==> config.mk <==
export PLATFORM = sky130hd
export DESIGN_NAME = coin_acceptor
export DESIGN_NICKNAME = d
export VERILOG_FILES = /design/src/rtl/coin_acceptor.sv
export SDC_FILE = /design/constraint.sdc
export NUM_CORES = 1
export LEC_CHECK = 0
export ABC_AREA = 1
export BUFFER_PORTS_ARGS = -buffer_cell sky130_fd_sc_hd__buf_2
export CORE_MARGIN = 2
export CORE_UTILIZATION = 35
export DETAILED_ROUTE_END_ITERATION = 8
export SYNTH_ARGS = -nofsm -noshare
export SYNTH_HDL_FRONTEND = slang
export SYNTH_SLANG_ARGS = --single-unit
==> constraint.sdc <==
create_clock -name clk -period 3.1 [get_ports clk]
set_clock_uncertainty 0.15 [all_clocks]
set_input_delay 0.93 -clock clk [delete_from_list [all_inputs] [get_ports clk]]
set_output_delay 0.93 -clock clk [all_outputs]
set_load 0.1 [all_outputs]
==> src/rtl/coin_acceptor.sv <==
// Coin acceptor: synchronises and debounces two coin sensors, queues coin events
// in a small FIFO and presents them one at a time to the vending machine.
module coin_acceptor #(
    parameter int DEBOUNCE_CYC = 4,
    parameter int FIFO_DEPTH   = 4
) (
    input  logic       clk,
    input  logic       rstn,
    input  logic       sense_half,
    input  logic       sense_one,
    input  logic       inhibit,
    output logic [1:0] coin,
    output logic       reject,
    output logic       overflow,
    output logic [2:0] pending
);
    localparam int AW = (FIFO_DEPTH > 1) ? $clog2(FIFO_DEPTH) : 1;
    localparam int CW = $clog2(FIFO_DEPTH) + 1;
    localparam logic [3:0]    CNT_LAST = 4'(DEBOUNCE_CYC - 1);
    localparam logic [CW-1:0] DEPTH_C  = CW'(FIFO_DEPTH);

    typedef enum logic [1:0] {IDLE, PRESENT, GAP} state_t;

    // Bit 0 carries the half-coin line, bit 1 the one-coin line.
    logic [1:0]      raw, sync1, sync2, deb, deb_d, rise;
    logic [1:0][3:0] cnt;

    logic [1:0]      mem [FIFO_DEPTH];
    logic [AW-1:0]   wr_ptr, rd_ptr;
    logic [CW-1:0]   count;
    state_t          state;

    logic            push, pop, full, push_ok;
    logic [1:0]      push_code;

    assign raw = {sense_one, sense_half};

    always_ff @(posedge clk or negedge rstn) begin
        if (!rstn) begin
            sync1 <= '0;
            sync2 <= '0;
            deb   <= '0;
            deb_d <= '0;
            cnt   <= '0;
        end else begin
            sync1 <= raw;
            sync2 <= sync1;
            deb_d <= deb;
            for (int i = 0; i < 2; i++) begin
                if (sync2[i] != deb[i]) begin
                    if (cnt[i] == CNT_LAST) begin
                        deb[i] <= ~deb[i];
                        cnt[i] <= '0;
                    end else begin
                        cnt[i] <= cnt[i] + 4'd1;
                    end
                end else begin
                    cnt[i] <= '0;
                end
            end
        end
    end

    // A rise is visible for the single cycle after the debounced level goes high.
    assign rise      = deb & ~deb_d;
    assign push      = rise[0] ^ rise[1];
    assign push_code = rise[1] ? 2'b10 : 2'b01;
    assign full      = (count == DEPTH_C);
    assign pop       = (state != PRESENT) && (count != '0) && !inhibit;
    assign push_ok   = push && (!full || pop);

    always_ff @(posedge clk) begin
        if (push_ok) begin
            mem[wr_ptr] <= push_code;
        end
    end

    always_ff @(posedge clk or negedge rstn) begin
        if (!rstn) begin
            wr_ptr   <= '0;
            rd_ptr   <= '0;
            count    <= '0;
            state    <= IDLE;
            coin     <= 2'b00;
            reject   <= 1'b0;
            overflow <= 1'b0;
        end else begin
            reject   <= rise[0] & rise[1];
            overflow <= push & full & ~pop;
            if (push_ok) begin
                wr_ptr <= wr_ptr + AW'(1);
            end
            if (pop) begin
                rd_ptr <= rd_ptr + AW'(1);
            end
            count <= count + CW'(push_ok) - CW'(pop);
            case (state)
                IDLE, GAP: begin
                    if (pop) begin
                        state <= PRESENT;
                        coin  <= mem[rd_ptr];
                    end else begin
                        state <= IDLE;
                        coin  <= 2'b00;
                    end
                end
                PRESENT: begin
                    state <= GAP;
                    coin  <= 2'b00;
                end
                default: begin
                    state <= IDLE;
                    coin  <= 2'b00;
                end
            endcase
        end
    end

    assign pending = 3'(count);

endmodule

==> results of run 1 <==
==> cells in the final DEF, fill, tap and decap left out <==
master / synthesis / final
a21oi_1: 2 / 2
and2_1: 1 / 1
buf_2: 0 / 11
clkbuf_1: 0 / 2
clkbuf_8: 0 / 6
dfrtp_1: 29 / 29
edfxtp_1: 8 / 8
fa_1: 1 / 1
ha_1: 9 / 9
inv_1: 27 / 27
inv_2: 2 / 2
inv_4: 1 / 1
nand2_1: 22 / 22
nand2_2: 7 / 7
nand2_4: 1 / 1
nand2_8: 1 / 1
nand2b_1: 1 / 1
nand3_1: 7 / 7
nand3b_1: 1 / 1
nor2_1: 18 / 18
nor2_2: 2 / 2
nor2_4: 1 / 1
o21ai_1: 1 / 1
xnor2_1: 5 / 5
xor2_1: 4 / 4
==> metal layers <==
metal | up-vias | routed length, um
li1 | 488 | -
met2 | 12 | 1115
met5 | - | 0
met3 | 8 | 89
met4 | 0 | 63
met1 | 442 | 926
==> path summary, 6_finish.rpt <==
check                             endpoint  slack [ns]  cells after the start
worst max-delay path            pending[2]        0.43                     10
worst min-delay path              sync2[1]        0.20                      0
worst max register to register  pending[2]        0.43                     10
worst min register to register    sync2[1]        0.20                      0
max in group asynchronous           cnt[6]        1.89                      1
min in group asynchronous         state[1]        0.50                      1
==> critical path, delay by kind of cell, from the launching register on <==
family | cells | cell delay [ns]
xor+xnor | 2 | 0.35
fa+ha+maj | 4 | 1.19
buf+inv | 2 | 0.11
flops | 1 | 0.38
simple gates | 2 | 0.42
==> flip-flops by register name, indices dropped and copies added, names as in the netlist <==
name / flops
mem: 8
wr_ptr: 2
rd_ptr: 2
state: 2
overflow: 1
sync2: 2
sync1: 2
coin: 2
cnt: 8
pending: 3
deb_d: 2
deb: 2
reject: 1
==> layout make-up <==
| type | instances | area (um2) | share of cell area |
|---|---|---|---|
| multi-input combinational | 84 | 530.5 | 0.2912 |
| sequential | 37 | 965.9 | 0.5302 |
| tap | 52 | 65.06 | 0.03571 |
| clock buffer | 8 | 90.09 | 0.04945 |
| inverter | 30 | 115.1 | 0.06319 |
| timing repair buffer | 11 | 55.05 | 0.03022 |
==> stage by stage <==
stage,hold slack [ns],utilization,std cells,cell area [um2]
after floorplan,0.1812,-,152,1623
after global routing,0.2119,0.4127,222,1822
after detailed placement,0.1878,0.3923,214,1732
after global placement,0.1893,0.3923,214,1732
after CTS,0.2038,0.4127,222,1822
final,0.1998,0.4127,222,1822
==> cell families (layout without fill, tap and decap cells) <==
family,after synthesis,after routing,share of synthesized area
compound gates,3,3,0.009249
buf+inv,31,49,0.07788
flops,37,37,0.5952
fa+ha+maj,10,10,0.08173
simple gates,62,62,0.1874
xor+xnor,9,9,0.04857
==> results by group, run 1 <==
Timing
  – Max-slew violations: 0
  – RSZ-0062 raised after global routing: no
  – Final setup margin: 0.4277 ns
  – Final hold vios: 0
  – Tcrit/Tclk final: 0.8620
  – Slew of the pin with the lowest slew margin: 0.6195 ns
  – Final-report setup violation count: 0
  – TNS Setup: 0 ns
  – Slew headroom: 0.5870
  – Minimum clock period: 2.672 ns
  – Maximum clock rate: 374.2 MHz

Critical path
  – Crit. End Element: flop
  – CP Data Arrival Time: roughly 2.7 ns
  – Worst Setup SP: deb[1]
  – Worst R2R Start: deb[1]
  – Max stage delay on crit path: approximately 0.38 ns
  – CP required: roughly 3.2 ns
  – Critical path's most frequent cell: ha_1
  – Slowest CP cell: dfrtp_1
  – Critical-path cell list: inv_1 -> nor2_1 -> ha_1 -> nand2_8 -> ha_1 -> inv_1 -> ha_1 -> fa_1 -> xnor2_1 -> xor2_1
  – Worst Path Max Fanout: 7
  – Critical path class: reg2reg
  – Critical path launch point type: flop

Worst hold path
  – Worst hold path startpoint: sync1[1]
  – Min-Delay Path Class: reg2reg

Yosys
  – Synth Instances: 152
  – Largest cells by area after synthesis: dfrtp_1 45%, edfxtp_1 15%, ha_1 6.9%
  – Synth top cells by count: 29 x dfrtp_1, 27 x inv_1, 22 x nand2_1
  – Net Count, Synth: about 170
  – Yosys reg bits: 37
  – Yosys warning count: 0
  – Mean Syn Cell Area: 10.68 um2
  – Post-synth top area share: 0.4472
  – Number of flops mapped to enable cells by yosys: 8
  – Dominant cell type by area after synthesis: dfrtp_1
  – Dominant synthesized flop cell: dfrtp_1
  – Post-synthesis cell area: 1623 um2
  – Synth cell types: 23
  – Ys async rst share: 0.7838
  – Most common cell in the synthesized netlist: dfrtp_1
  – Seq/Total Area, Yosys: 0.5952

Drt
  – Wire per inst: 9.887 um
  – Via count of the routed design: 950
  – Vias per cell: 4.279
  – Routed Antenna Nets: 0
  – Iter 0 DRT Violations: 23
  – DRT Pass-1 Iters: 4
  – WL final: 2.195 mm
  – # DRC: 0

CTS
  – Worst-skew pair later-pin latency: about 0.29 ns
  – Root Driver: clkbuf_8
  – CTS Sinks: 37
  – TritonCTS clock tree: done
  – Quantity of gates resized following cts: 0
  – # H-tree levels: 2
  – CTS max path bufs: 2
  – Postcts setup bufs: 0
  – Register clock-pin slew on the reported worst setup and hold paths: around 0.07 ns
  – Hold buffers post-CTS: 0
  – Num CTS Buffers: 5

GRT
  – Grt total ovfl: 0
  – Met3 usage: 0.03750
  – Initial antenna violation count: 0
  – Global-route wire length before repair: 4.133 mm
  – Gr usage total: 0.1055
  – Gr busiest metal: met2
  – M1 GR Usage: 0.1130
  – Vias in the first global route: 1007
  – Largest net degree at the start of global routing: 30
  – Met2 usage: 0.1784

Die
  – Starting Density: 0.3676
  – Die height: 72.09 um
  – # IOs: 12
  – Die ar.: roughly 5200 um2
  – Width of the die: 72.09 um
  – Core area: 4414 um2
  – Row cnt: 24

Placed design
  – Gpl congestion: 0.7695
  – DP Wirelength: between 1.5 and 2 mm
  – Dpl ws: 0.2927 ns
  – Count of input and output buffers: 11

Layout
  – Final nets: 184
  – # fillers: 441
  – Syn-to-layout area delta: 12.26%
  – ANT cells: 0
  – Share of cells above drive strength 1: 0.1882

Flow run
  – MaxCap Viol Count: 0

Outcome
  – Status: completed
Power of run 1 is not shown: default switching activity piles up to over one toggle a cycle in this logic, so the estimate is an artifact.
==> run 2, diff against run 1 <==
--- a/config.mk
+++ b/config.mk
@@ -5,7 +5,7 @@
 export SDC_FILE = /design/constraint.sdc
 export NUM_CORES = 1
 export LEC_CHECK = 0
-export ABC_AREA = 1
+export ABC_AREA = 0
 export BUFFER_PORTS_ARGS = -buffer_cell sky130_fd_sc_hd__buf_2
 export CORE_MARGIN = 2
 export CORE_UTILIZATION = 35
==> run 2 against run 1 <==
Compared with the run above:
- clock-buffer cell count shrank 1
- final cell count is 20% lower
- design area decreased by 2.7%
- sequential share of layout area up 1.5 points
- non-clock buffer count is the same
- worst setup slack lost 0.014 ns
- worst hold slack gained 0.0011 ns
==> results by group, run 2 <==
Outcome
  – Status: completed (unchanged)

Drt
  – # DRC: 0 (unchanged)
  – Vias per cell: 4.802 (was 4.279)
  – Routed Antenna Nets: 0 (unchanged)
  – WL final: 2.315 mm (was 2.195 mm)
  – Via count of the routed design: 850 (was 950)
  – DRT Pass-1 Iters: 4 (unchanged)
  – Wire per inst: 13.08 um (was 9.887 um)
  – Iter 0 DRT Violations: 23 (unchanged)

Yosys
  – Synth cell types: 27 (was 23)
  – Post-Synth Adder-Cell Area: 0.08487 (was 0.08173)
  – Seq/Total Area, Yosys: 0.6181 (was 0.5952)
  – Most common cell in the synthesized netlist: dfrtp_1 (unchanged)
  – Post-synthesis cell area: 1563 um2 (was 1623 um2)
  – Synth Instances: 107 (was 152)
  – Ys async rst share: 0.7838 (unchanged)
  – Dominant synthesized flop cell: dfrtp_1 (unchanged)
  – Synth top cells by count: 29 x dfrtp_1, 9 x ha_1, 8 x edfxtp_1 (was 29 x dfrtp_1, 27 x inv_1, 22 x nand2_1)
  – Mean Syn Cell Area: 14.61 um2 (was 10.68 um2)
  – Dominant cell type by area after synthesis: dfrtp_1 (unchanged)
  – Yosys warning count: 0 (unchanged)
  – Number of flops mapped to enable cells by yosys: 8 (unchanged)
  – Multiplexer area fraction after synthesis: 0.04323 (was 0)
  – Net Count, Synth: 122 (was 167)
  – Yosys reg bits: 37 (unchanged)
  – Largest cells by area after synthesis: dfrtp_1 46%, edfxtp_1 15%, ha_1 7.2% (was dfrtp_1 45%, edfxtp_1 15%, ha_1 6.9%)
  – Post-synth top area share: 0.4644 (was 0.4472)
  – Compound-Gate Fraction of Synth Area: 0.03843 (was 0.009252)
  – Largest family of logic cells by synthesized area: simple AND/OR/NAND/NOR gates (unchanged)
  – Synth Area in Simple Gates: 0.1489 (was 0.1874)
  – Synth Area in XOR/XNOR: 0.04484 (was 0.04857)

Critical path
  – CP Data Arrival Time: 2.71 ns (was 2.74 ns)
  – Top delay family on crit path: adder cells (unchanged)
  – Critical path launch point type: flop (unchanged)
  – Critical path class: reg2reg (unchanged)
  – Worst path bufs/invs: 2 (unchanged)
  – Slowest CP cell: ha_1 (was dfrtp_1)
  – Critical-path cell list: nand2b_1 -> inv_1 -> ha_1 -> nand2b_1 -> ha_1 -> inv_1 -> ha_1 -> fa_1 -> xor2_1 -> xnor2_1 (was inv_1 -> nor2_1 -> ha_1 -> nand2_8 -> ha_1 -> inv_1 -> ha_1 -> fa_1 -> xnor2_1 -> xor2_1)
  – Worst R2R Start: deb[1] (unchanged)
  – Crit. End Element: flop (unchanged)
  – Worst Path Max Fanout: 10 (was 7)
  – Worst Setup SP: deb[1] (unchanged)
  – CP required: 3.12 ns (was 3.17 ns)
  – Reg2reg setup slack: 0.41 ns (was 0.43 ns)
  – Max stage delay on crit path: 0.45 ns (was 0.38 ns)
  – Critical path's most frequent cell: ha_1 (unchanged)

Layout
  – Share of cells above drive strength 1: 0.2240 (was 0.1882)
  – Commonest cells after routing, fill and taps aside: 29 x dfrtp_1, 11 x buf_2, 9 x ha_1 (was 29 x dfrtp_1, 27 x inv_1, 22 x nand2_1)
  – Final Non-Filler Cells: 177 (was 222)
  – Area of the multi-input gates: 563.0 um2 (was 530.5 um2)
  – Syn-to-layout area delta: 13.45% (was 12.26%)
  – Area taken by flip-flops and latches: 965.9 um2 (unchanged)
  – Final core utilization: 0.4100 (was 0.4127)
  – Commonest non-fill, non-tap cell in the layout: dfrtp_1 (unchanged)
  – ANT cells: 0 (unchanged)
  – Final nets: 139 (was 184)
  – # fillers: 409 (was 441)

Timing
  – Max-slew violations: 0 (unchanged)
  – Slew headroom: 0.5800 (was 0.5870)
  – RSZ-0062 raised after global routing: no (unchanged)
  – Final hold vios: 0 (unchanged)
  – Minimum clock period: 2.687 ns (was 2.672 ns)
  – TNS Setup: 0 ns (unchanged)
  – Tcrit/Tclk final: 0.8666 (was 0.8620)
  – Maximum clock rate: 372.2 MHz (was 374.2 MHz)
  – Final-report setup violation count: 0 (unchanged)
  – Slew of the pin with the lowest slew margin: 0.6300 ns (was 0.6195 ns)

Placed design
  – Gpl congestion: 0.7259 (was 0.7695)
  – Placed Cells: 169 (was 214)
  – DP Wirelength: 1.685 mm (was 1.644 mm)
  – Count of input and output buffers: 11 (unchanged)

GRT
  – Gr usage total: 0.1086 (was 0.1055)
  – Largest net degree at the start of global routing: 30 (unchanged)
  – Grt total ovfl: 0 (unchanged)
  – Vias in the first global route: 885 (was 1007)
  – Initial antenna violation count: 0 (unchanged)
  – Global-route wire length before repair: 4.002 mm (was 4.133 mm)

CTS
  – Worst-skew pair later-pin latency: 0.29 ns (about the same)
  – Postcts setup bufs: 0 (unchanged)
  – # H-tree levels: 2 (unchanged)
  – TritonCTS clock tree: done (unchanged)
  – Register clock-pin slew on the reported worst setup and hold paths: 0.07 ns (about the same)
  – Root Driver: clkbuf_8 (unchanged)
  – Quantity of gates resized following cts: 0 (unchanged)
  – CTS max path bufs: 2 (unchanged)
  – Num CTS Buffers: 5 (unchanged)
  – CTS Sinks: 37 (unchanged)
  – Hold buffers post-CTS: 0 (unchanged)

Die
  – Core area: 4324 um2 (was 4414 um2)
  – Die ar.: 5015 um2 (was 5197 um2)
  – Row cnt: 24 (unchanged)
  – Width of the die: 70.82 um (was 72.09 um)
  – Die height: 70.82 um (was 72.09 um)
  – # IOs: 12 (unchanged)
  – Starting Density: 0.3614 (was 0.3676)

Worst hold path
  – Min-Delay Path Class: reg2reg (unchanged)
  – Worst hold path startpoint: sync1[1] (unchanged)

Flow run
  – MaxCap Viol Count: 0 (unchanged)
-- run 2: cell count changes after synthesis, sizes merged, moves of 4 or more --
cell and delta:
nor2 -18, nand2b +5, nor2b +4, inv -24, nand3 -5, and3b +4, nor3 +5, nand2 -29
-- run 2: final timing paths --
| check | endpoint | cells past startpoint |
|---|---|---|
| hold / removal | sync2[1] | 0 |
| min in group asynchronous | coin[1] | 1 |
| setup / recovery | pending[2] | 10 |
| hold reg to reg | sync2[1] | 0 |
| setup reg to reg | pending[2] | 10 |
| max in group asynchronous | wr_ptr[0] | 1 |
-- run 2: stage by stage --
step                      setup WS [ns]  hold WS [ns]  cell area [um2]
after floorplan                  0.1114        0.1812             1563
after global placement           0.1851        0.1847             1672
after detailed placement         0.1594        0.1879             1672
after CTS                        0.4055        0.2037             1773
after global routing             0.2078        0.2106             1773
final                            0.4135        0.2009             1773
-- run 2: metal layers --
layer / global-route usage / part of all wire / wire (um) / up-vias
met2: 0.1578 / 0.46 / 1059 / 17
li1: - / - / - / 405
met1: 0.1330 / 0.46 / 1076 / 422
met5: 0 / 0 / 0 / -
met4: 0.07547 / 0.030 / 70 / 0
met3: 0.04131 / 0.047 / 108 / 6
-- run 2: cells by family (layout without fill, tap and decap cells) --
| kind of cell | count (synthesis) | in the layout |
|---|---|---|
| AND/OR/NAND/NOR | 34 | 34 |
| flip-flops | 37 | 37 |
| adder cells (fa/ha/maj) | 10 | 10 |
| XOR/XNOR | 8 | 8 |
| AO/OA/AOI/OAI | 7 | 7 |
| buffers and inverters | 7 | 25 |
| multiplexers | 4 | 4 |
-- run 2: area by class of cell --
type | instances | share of cell area
inverter | 6 | 0.01270
multi-input combinational | 63 | 0.3176
tap | 52 | 0.03670
clock buffer | 7 | 0.05434
timing repair buffer | 11 | 0.03105
clock inverter | 1 | 0.002823
sequential | 37 | 0.5448
Power of run 2 is left out for the same reason.
